--- config.mk ---
export PLATFORM = sky130hd
export DESIGN_NAME = serial_subtractor_4bit
export DESIGN_NICKNAME = d
export VERILOG_FILES = /design/src/rtl/serial_subtractor_4bit_pkg.sv /design/src/rtl/serial_fa_slice.sv /design/src/rtl/serial_subtractor_4bit.sv
export SDC_FILE = /design/constraint.sdc
export NUM_CORES = 1
export LEC_CHECK = 0
export CORE_MARGIN = 5
export CORE_UTILIZATION = 51
export DETAILED_ROUTE_END_ITERATION = 8
export PLACE_DENSITY_LB_ADDON = 0.1
export SLEW_MARGIN = 10
export SYNTH_ARGS = -nofsm -noshare
export SYNTH_HDL_FRONTEND = slang
export SYNTH_SLANG_ARGS = --single-unit
--- constraint.sdc ---
create_clock -name clk -period 1.5 [get_ports clk]
set_clock_uncertainty 0.05 [all_clocks]
set_input_delay 0.45 -clock clk [delete_from_list [all_inputs] [get_ports clk]]
set_output_delay 0.45 -clock clk [all_outputs]
set_load 0.005 [all_outputs]
--- src/rtl/serial_subtractor_4bit_pkg.sv ---
// Shared types and constants for the bit-serial subtractor.
package serial_subtractor_4bit_pkg;

  localparam int DEF_WIDTH = 4;

  typedef enum logic [1:0] {
    IDLE = 2'd0,
    RUN  = 2'd1,
    DONE = 2'd2
  } state_t;

endpackage

--- src/rtl/serial_fa_slice.sv ---
// One-bit full adder built from gate primitives; the only datapath arithmetic.
module serial_fa_slice (
  input  logic a,
  input  logic b,
  input  logic cin,
  output logic s,
  output logic cout
);

  logic t, g, p;

  xor u_x0 (t, a, b);
  xor u_x1 (s, t, cin);
  and u_a0 (g, a, b);
  and u_a1 (p, t, cin);
  or  u_o0 (cout, g, p);

endmodule

--- src/rtl/serial_subtractor_4bit.sv ---
// Bit-serial a - b computed as a + ~b + 1, one bit per clock, LSB first.
module serial_subtractor_4bit
  import serial_subtractor_4bit_pkg::*;
#(
  parameter int WIDTH = DEF_WIDTH
) (
  input  logic             clk,
  input  logic             rst_n,
  input  logic             start,
  input  logic [WIDTH-1:0] a,
  input  logic [WIDTH-1:0] b,
  output logic             busy,
  output logic             done,
  output logic [WIDTH-1:0] diff,
  output logic             carryout,
  output logic             overflow
);

  localparam int            CW   = $clog2(WIDTH);
  localparam logic [CW-1:0] LAST = CW'(WIDTH - 1);

  state_t           state_q;
  logic [WIDTH-1:0] a_q, nb_q, diff_q;
  logic [WIDTH-2:0] sr_q;
  logic [CW-1:0]    cnt_q;
  logic             c_q, co_q, ov_q, busy_q, done_q;

  logic             s, cout;
  logic [WIDTH-1:0] sum_d;
  logic             ov_d;

  serial_fa_slice u_fa (
    .a   (a_q[0]),
    .b   (nb_q[0]),
    .cin (c_q),
    .s   (s),
    .cout(cout)
  );

  // Partial sums live in sr_q; diff only sees the word once it is complete.
  assign sum_d = {s, sr_q};
  // On the last bit a_q[0] is a's sign and nb_q[0] the inverted sign of b.
  assign ov_d  = (a_q[0] == nb_q[0]) && (s != a_q[0]);

  always_ff @(posedge clk or negedge rst_n) begin
    if (!rst_n) begin
      state_q <= IDLE;
      a_q     <= '0;
      nb_q    <= '0;
      sr_q    <= '0;
      cnt_q   <= '0;
      c_q     <= 1'b0;
      diff_q  <= '0;
      co_q    <= 1'b0;
      ov_q    <= 1'b0;
      busy_q  <= 1'b0;
      done_q  <= 1'b0;
    end else begin
      case (state_q)
        IDLE: begin
          if (start) begin
            a_q     <= a;
            nb_q    <= ~b;
            c_q     <= 1'b1;
            cnt_q   <= '0;
            state_q <= RUN;
            busy_q  <= 1'b1;
          end
        end
        RUN: begin
          a_q   <= a_q >> 1;
          nb_q  <= nb_q >> 1;
          c_q   <= cout;
          sr_q  <= sum_d[WIDTH-1:1];
          cnt_q <= cnt_q + 1'b1;
          if (cnt_q == LAST) begin
            diff_q  <= sum_d;
            co_q    <= cout;
            ov_q    <= ov_d;
            state_q <= DONE;
            busy_q  <= 1'b0;
            done_q  <= 1'b1;
          end
        end
        DONE: begin
          state_q <= IDLE;
          done_q  <= 1'b0;
        end
        default: begin
          state_q <= IDLE;
          busy_q  <= 1'b0;
          done_q  <= 1'b0;
        end
      endcase
    end
  end

  assign busy     = busy_q;
  assign done     = done_q;
  assign diff     = diff_q;
  assign carryout = co_q;
  assign overflow = ov_q;

endmodule

# After elaboration in Yosys (flattened, before gate mapping)
# Index checks and enable logic that the tools add are counted.
[totals]
memories = 0
ff_bits = 24
latch_bits = 0
mem_bits_ro = 0
elab_cells = 50
output_inout_bits = 8
ram_bits = 0
[op_classes]
n_eq_ne = 7
magnitude_cmp = 0
multipliers = 0
shift = 0
n_reduce_logical = 8
bitwise_logic = 8
add_sub_neg = 1
div_mod_pow = 0
mux = 15
[op_table]
columns = ["cell", "count"]
rows = [
  ["$pmux W4 S2", 2],
  ["$mux W4", 2],
  ["$pmux W2 S2", 2],
  ["$reduce_and A2 Y1", 4],
  ["$mux W2", 3],
  ["$eq A2 B2 Y1 const B", 2],
  ["$ne A2 B2 Y1 const B", 2],
  ["$not A4 Y4", 1],
  ["$pmux W1 S2", 2],
  ["$mux W1", 3],
  ["$pmux W1 S3", 1],
  ["$reduce_and A3 Y1", 1],
  ["$add A2 B1 Y2 const B", 1],
  ["$and A1 B1 Y1", 2],
  ["$eq A2 B1 Y1 const B", 1],
  ["$logic_not A2 Y1", 1],
  ["$not A1 Y1", 2],
  ["$reduce_bool A2 Y1", 1],
  ["$xor A1 B1 Y1", 2],
  ["$eq A1 B1 Y1", 1],
  ["$logic_and A1 B1 Y1", 1],
  ["$ne A1 B1 Y1", 1],
  ["$or A1 B1 Y1", 1],
]

# Longest topological paths before layout
[depth]
word_depth = 4
ltp_mapped = 4
depth_no_buf = 4

# Hierarchy
# From an unflattened synthesis, not the netlist that was laid out.
[unflattened]
cells_unflattened = 94
hier_area_um2 = 1083.5
[modules_own_cells]
columns = ["mod", "area_each_um2", "cells_per_inst", "n_inst", "seq_area_each_um2"]
rows = [
  ["serial_subtractor_4bit", 1063.5, 93, 1, 600.6],
  ["serial_fa_slice", 20.0, 1, 1, 0.0],
]

# Worst setup path after synthesis
# No wires, ideal clock.
[synth_path]
kind = "register to register"
from = "reg c_q"
to = "reg ov_q (netlist: overflow)"
path_slack_ps = 152
setup_time_ps = 96
path_stages_with_launch = 4
arrival_ps = 1202
cell_sequence = "dfrtp_1 -> fa_1 -> xnor2_1 -> o31ai_1"
[synth_via]
elab_chain_cells = 3
[synth_rtl]
columns = ["item", "line_no", "source"]
rows = [
  ["from (decl)", "serial_subtractor_4bit.sv:26", "logic c_q, co_q, ov_q, busy_q, done_q;"],
  ["from (signal assigned)", "serial_subtractor_4bit.sv:73", "c_q <= cout;"],
  ["$xor A1 B1 Y1", "serial_fa_slice.sv:13", "xor u_x1 (s, t, cin);"],
  ["named net s", "serial_subtractor_4bit.sv:28", "logic s, cout;"],
  ["$ne A1 B1 Y1", "serial_subtractor_4bit.sv:43", "assign ov_d = (a_q[0] == nb_q[0]) && (s != a_q[0]);"],
  ["$logic_and A1 B1 Y1", "serial_subtractor_4bit.sv:43", ""],
  ["to (signal assigned)", "serial_subtractor_4bit.sv:79", "ov_q <= ov_d;"],
  ["to (decl)", "serial_subtractor_4bit.sv:26", ""],
]
# The timed path passes the listed nets, and every way through them passes these cells.
# A chain may end at the register's enable or synchronous reset.

# Worst setup path in the final report
# Ends and elaborated chain as after synthesis.

==> results_dict.tcl <==
set metrics [dict create \
    start_kind "flop" \
    multi_input_area_um2 444 \
    synth.ff_latch_count 24 \
    register_area_um2 601 \
    fmaxAchievable_mhz 678 \
    synthesis.instances 83 \
    num_rows 16 \
    clk_path_buf_depth 2 \
    required_ns 1.66 \
    dp_slack_ns -0.214 \
    post-dp-hpwl_um 1420 \
    hold_class "in2async" \
    clk_pin_slew_ns 0.12 \
    yosys_warnings 0 \
    avgSynthCellArea_um2 13.3 \
    drc 0 \
    dp.cells 130 \
    ys.flop_type "dfrtp_1" \
    nFillCells 148 \
    drtPass1Iterations 4 \
    synth.distinct_cells 26 \
    synthToLayoutAreaGrowth_pct 29.2 \
    post-synth-top-count-cell "dfrtp_1" \
    slew_headroom_pct 67.0 \
    synth_top_area_share_pct 54.5 \
    syn-num-nets 97 \
    start_util_pct 55.1 \
    rsz0062_at_grt "true" \
    drive_gt1_share_pct 24.8 \
    status "complete, no violations" \
    ys_top_cells_by_area "dfrtp_1 (54%), mux2_4 (11%), o221a_1 (4.1%)" \
    cts.htree.levels 1 \
    fin_cells 140 \
    use_met1_pct 18.0 \
    cts_root_buffer "clkbuf_4" \
    cts_hold_buf 0 \
    synth_common_cells "dfrtp_1 (24), mux2_4 (8), inv_1 (6), o21ai_0 (6)" \
    drt_iter0_markers 7 \
    p_leak_uw 0.000659 \
    critPathKind "reg2reg" \
    die_w_um 56.5 \
    design.core.area_um2 2000 \
    peakVddDrop_v 0.00126 \
    routed_wl_um 1970 \
    antenna_found_initial 0 \
    nets 129 \
    drv_cap 0 \
    setup_slack_ns 0.0243 \
    max_slew.worst_pin.slew_ns 0.495 \
    grt_pass1_vias 719 \
    ant_nets 0 \
    syn_area_um2 1100 \
    diodes 0 \
    yosys.area.top_type "dfrtp_1" \
    dieHeight_um 56.5 \
    grt_use_total_pct 13.4 \
    ios 19 \
    use_met2_pct 21.1 \
    use_met3_pct 2.52 \
    clk_latency_ns 0.30 \
    fin_crit_ns 1.48 \
    period_share_pct 98.4 \
    setup_viol 0 \
    path_max_fanout 3 \
    gp_congestion 0.803 \
    cp.arrival_ns 1.63 \
    wl_per_cell_um 14.1 \
    grt_overflow 0 \
    drv_slew 0 \
    cts_tree "built" \
    crit_path_end_kind "flop" \
    vias 732 \
    powerDensity_nw_per_um2 1990 \
    seq_area_frac_synth_pct 54.5 \
    grt_pass1_wl_um 3350 \
    clock-sinks 24 \
    io_buffers 18 \
    synth_edf_count 0 \
    grt_start_max_net_pins 25 \
    grt-busiest-layer "met2" \
    finalHoldViolCount 0 \
    async_flop_share_pct 100 \
    die_area_um2 3190 \
    cts_buffers 3 \
    vias_per_cell 5.23 \
]
## cell type report
class	instances	share of cell area, %
sequential	24	42.2
multi-input combinational	49	31.2
timing repair buffer	31	21.1
tap	27	2.37
clock buffer	3	1.58
inverter	6	1.58
## power by group
group	total (uW)	switching, uW	internal [uW]
clock network	262	168	93.4
logic	1440	577	866
registers	1130	177	948
## flip-flops by register name (all words and copies together), names as in the netlist
register,count
overflow,1
c_q,1
state_q,2
sr_q,3
nb_q,4
carryout,1
done,1
busy,1
diff,4
cnt_q,2
a_q,4
## path summary, 6_finish.rpt
path / from / to / slack (ns) / depth (start not counted)
hold / removal: rst_n / diff[0] / 0.44 / 2
setup / recovery: c_q / overflow / 0.02 / 3
max in group asynchronous: rst_n / cnt_q[0] / 0.82 / 2
setup reg to reg: c_q / overflow / 0.02 / 3
hold reg to reg: cnt_q[0] / cnt_q[0] / 0.45 / 1
min in group clk: cnt_q[0] / cnt_q[0] / 0.45 / 1
## per-layer routing
metal | vias up | routed length, um
met5 | - | 0
met4 | 0 | 12
met3 | 2 | 72
met2 | 15 | 941
met1 | 359 | 946
li1 | 356 | -
## cell families (layout without fill, tap and decap cells)
family	count (synthesis)	in the layout	share of synthesized area (%)
mux	8	8	10.9
xor+xnor	1	1	0.795
compound gates	22	22	14.0
flops	24	24	54.5
buf+inv	10	40	5.22
fa+ha+maj	3	3	4.09
simple gates	15	15	10.6
## worst max-delay path, cell delays in order (launching register included)
cell and delay (ns):
dfrtp_1 0.42, fa_1 0.61, xnor2_1 0.09, o31ai_1 0.22
## timing repair
item                                    4_1_cts  5_1_grt
gates resized for setup                       9        5
gates cloned                                  0        0
setup buffers                                 4        3
endpoints found under the setup margin        8        8
pin swaps                                     0        0
## through the flow
step	total power [uW]	area (um^2)	hold slack (ns)	setup TNS (ns)	util, %
floorplan	2070	1100	0.104	0	-
global placement	2470	1350	0.414	-0.851	67.5
detailed placement	2520	1350	0.428	-0.984	67.5
CTS	2790	1400	0.433	0	69.7
global route	3040	1420	0.424	-0.0263	71.1
finish	2830	1420	0.442	0	71.1
## layout by cell type (no fill, tap or decap)
cell,n
buf_12,2
nand3_1,1
o22ai_1,1
dlygate4sd2_1,2
fa_1,1
nor2_4,2
nand2_1,1
nand3b_4,1
o221a_1,4
buf_4,11
o41ai_1,1
clkdlybuf4s15_1,6
o21ai_1,2
xnor2_1,1
mux2_4,8
nor2b_2,1
clkbuf_4,3
nand2b_1,1
ha_1,2
o31ai_1,1
inv_1,6
o21ai_0,6
o22a_1,3
nor2b_1,2
dfrtp_1,24
nand3b_1,4
a21oi_1,4
nor2_1,2
clkdlybuf4s50_1,10
Power figures use the tool's default switching activity.
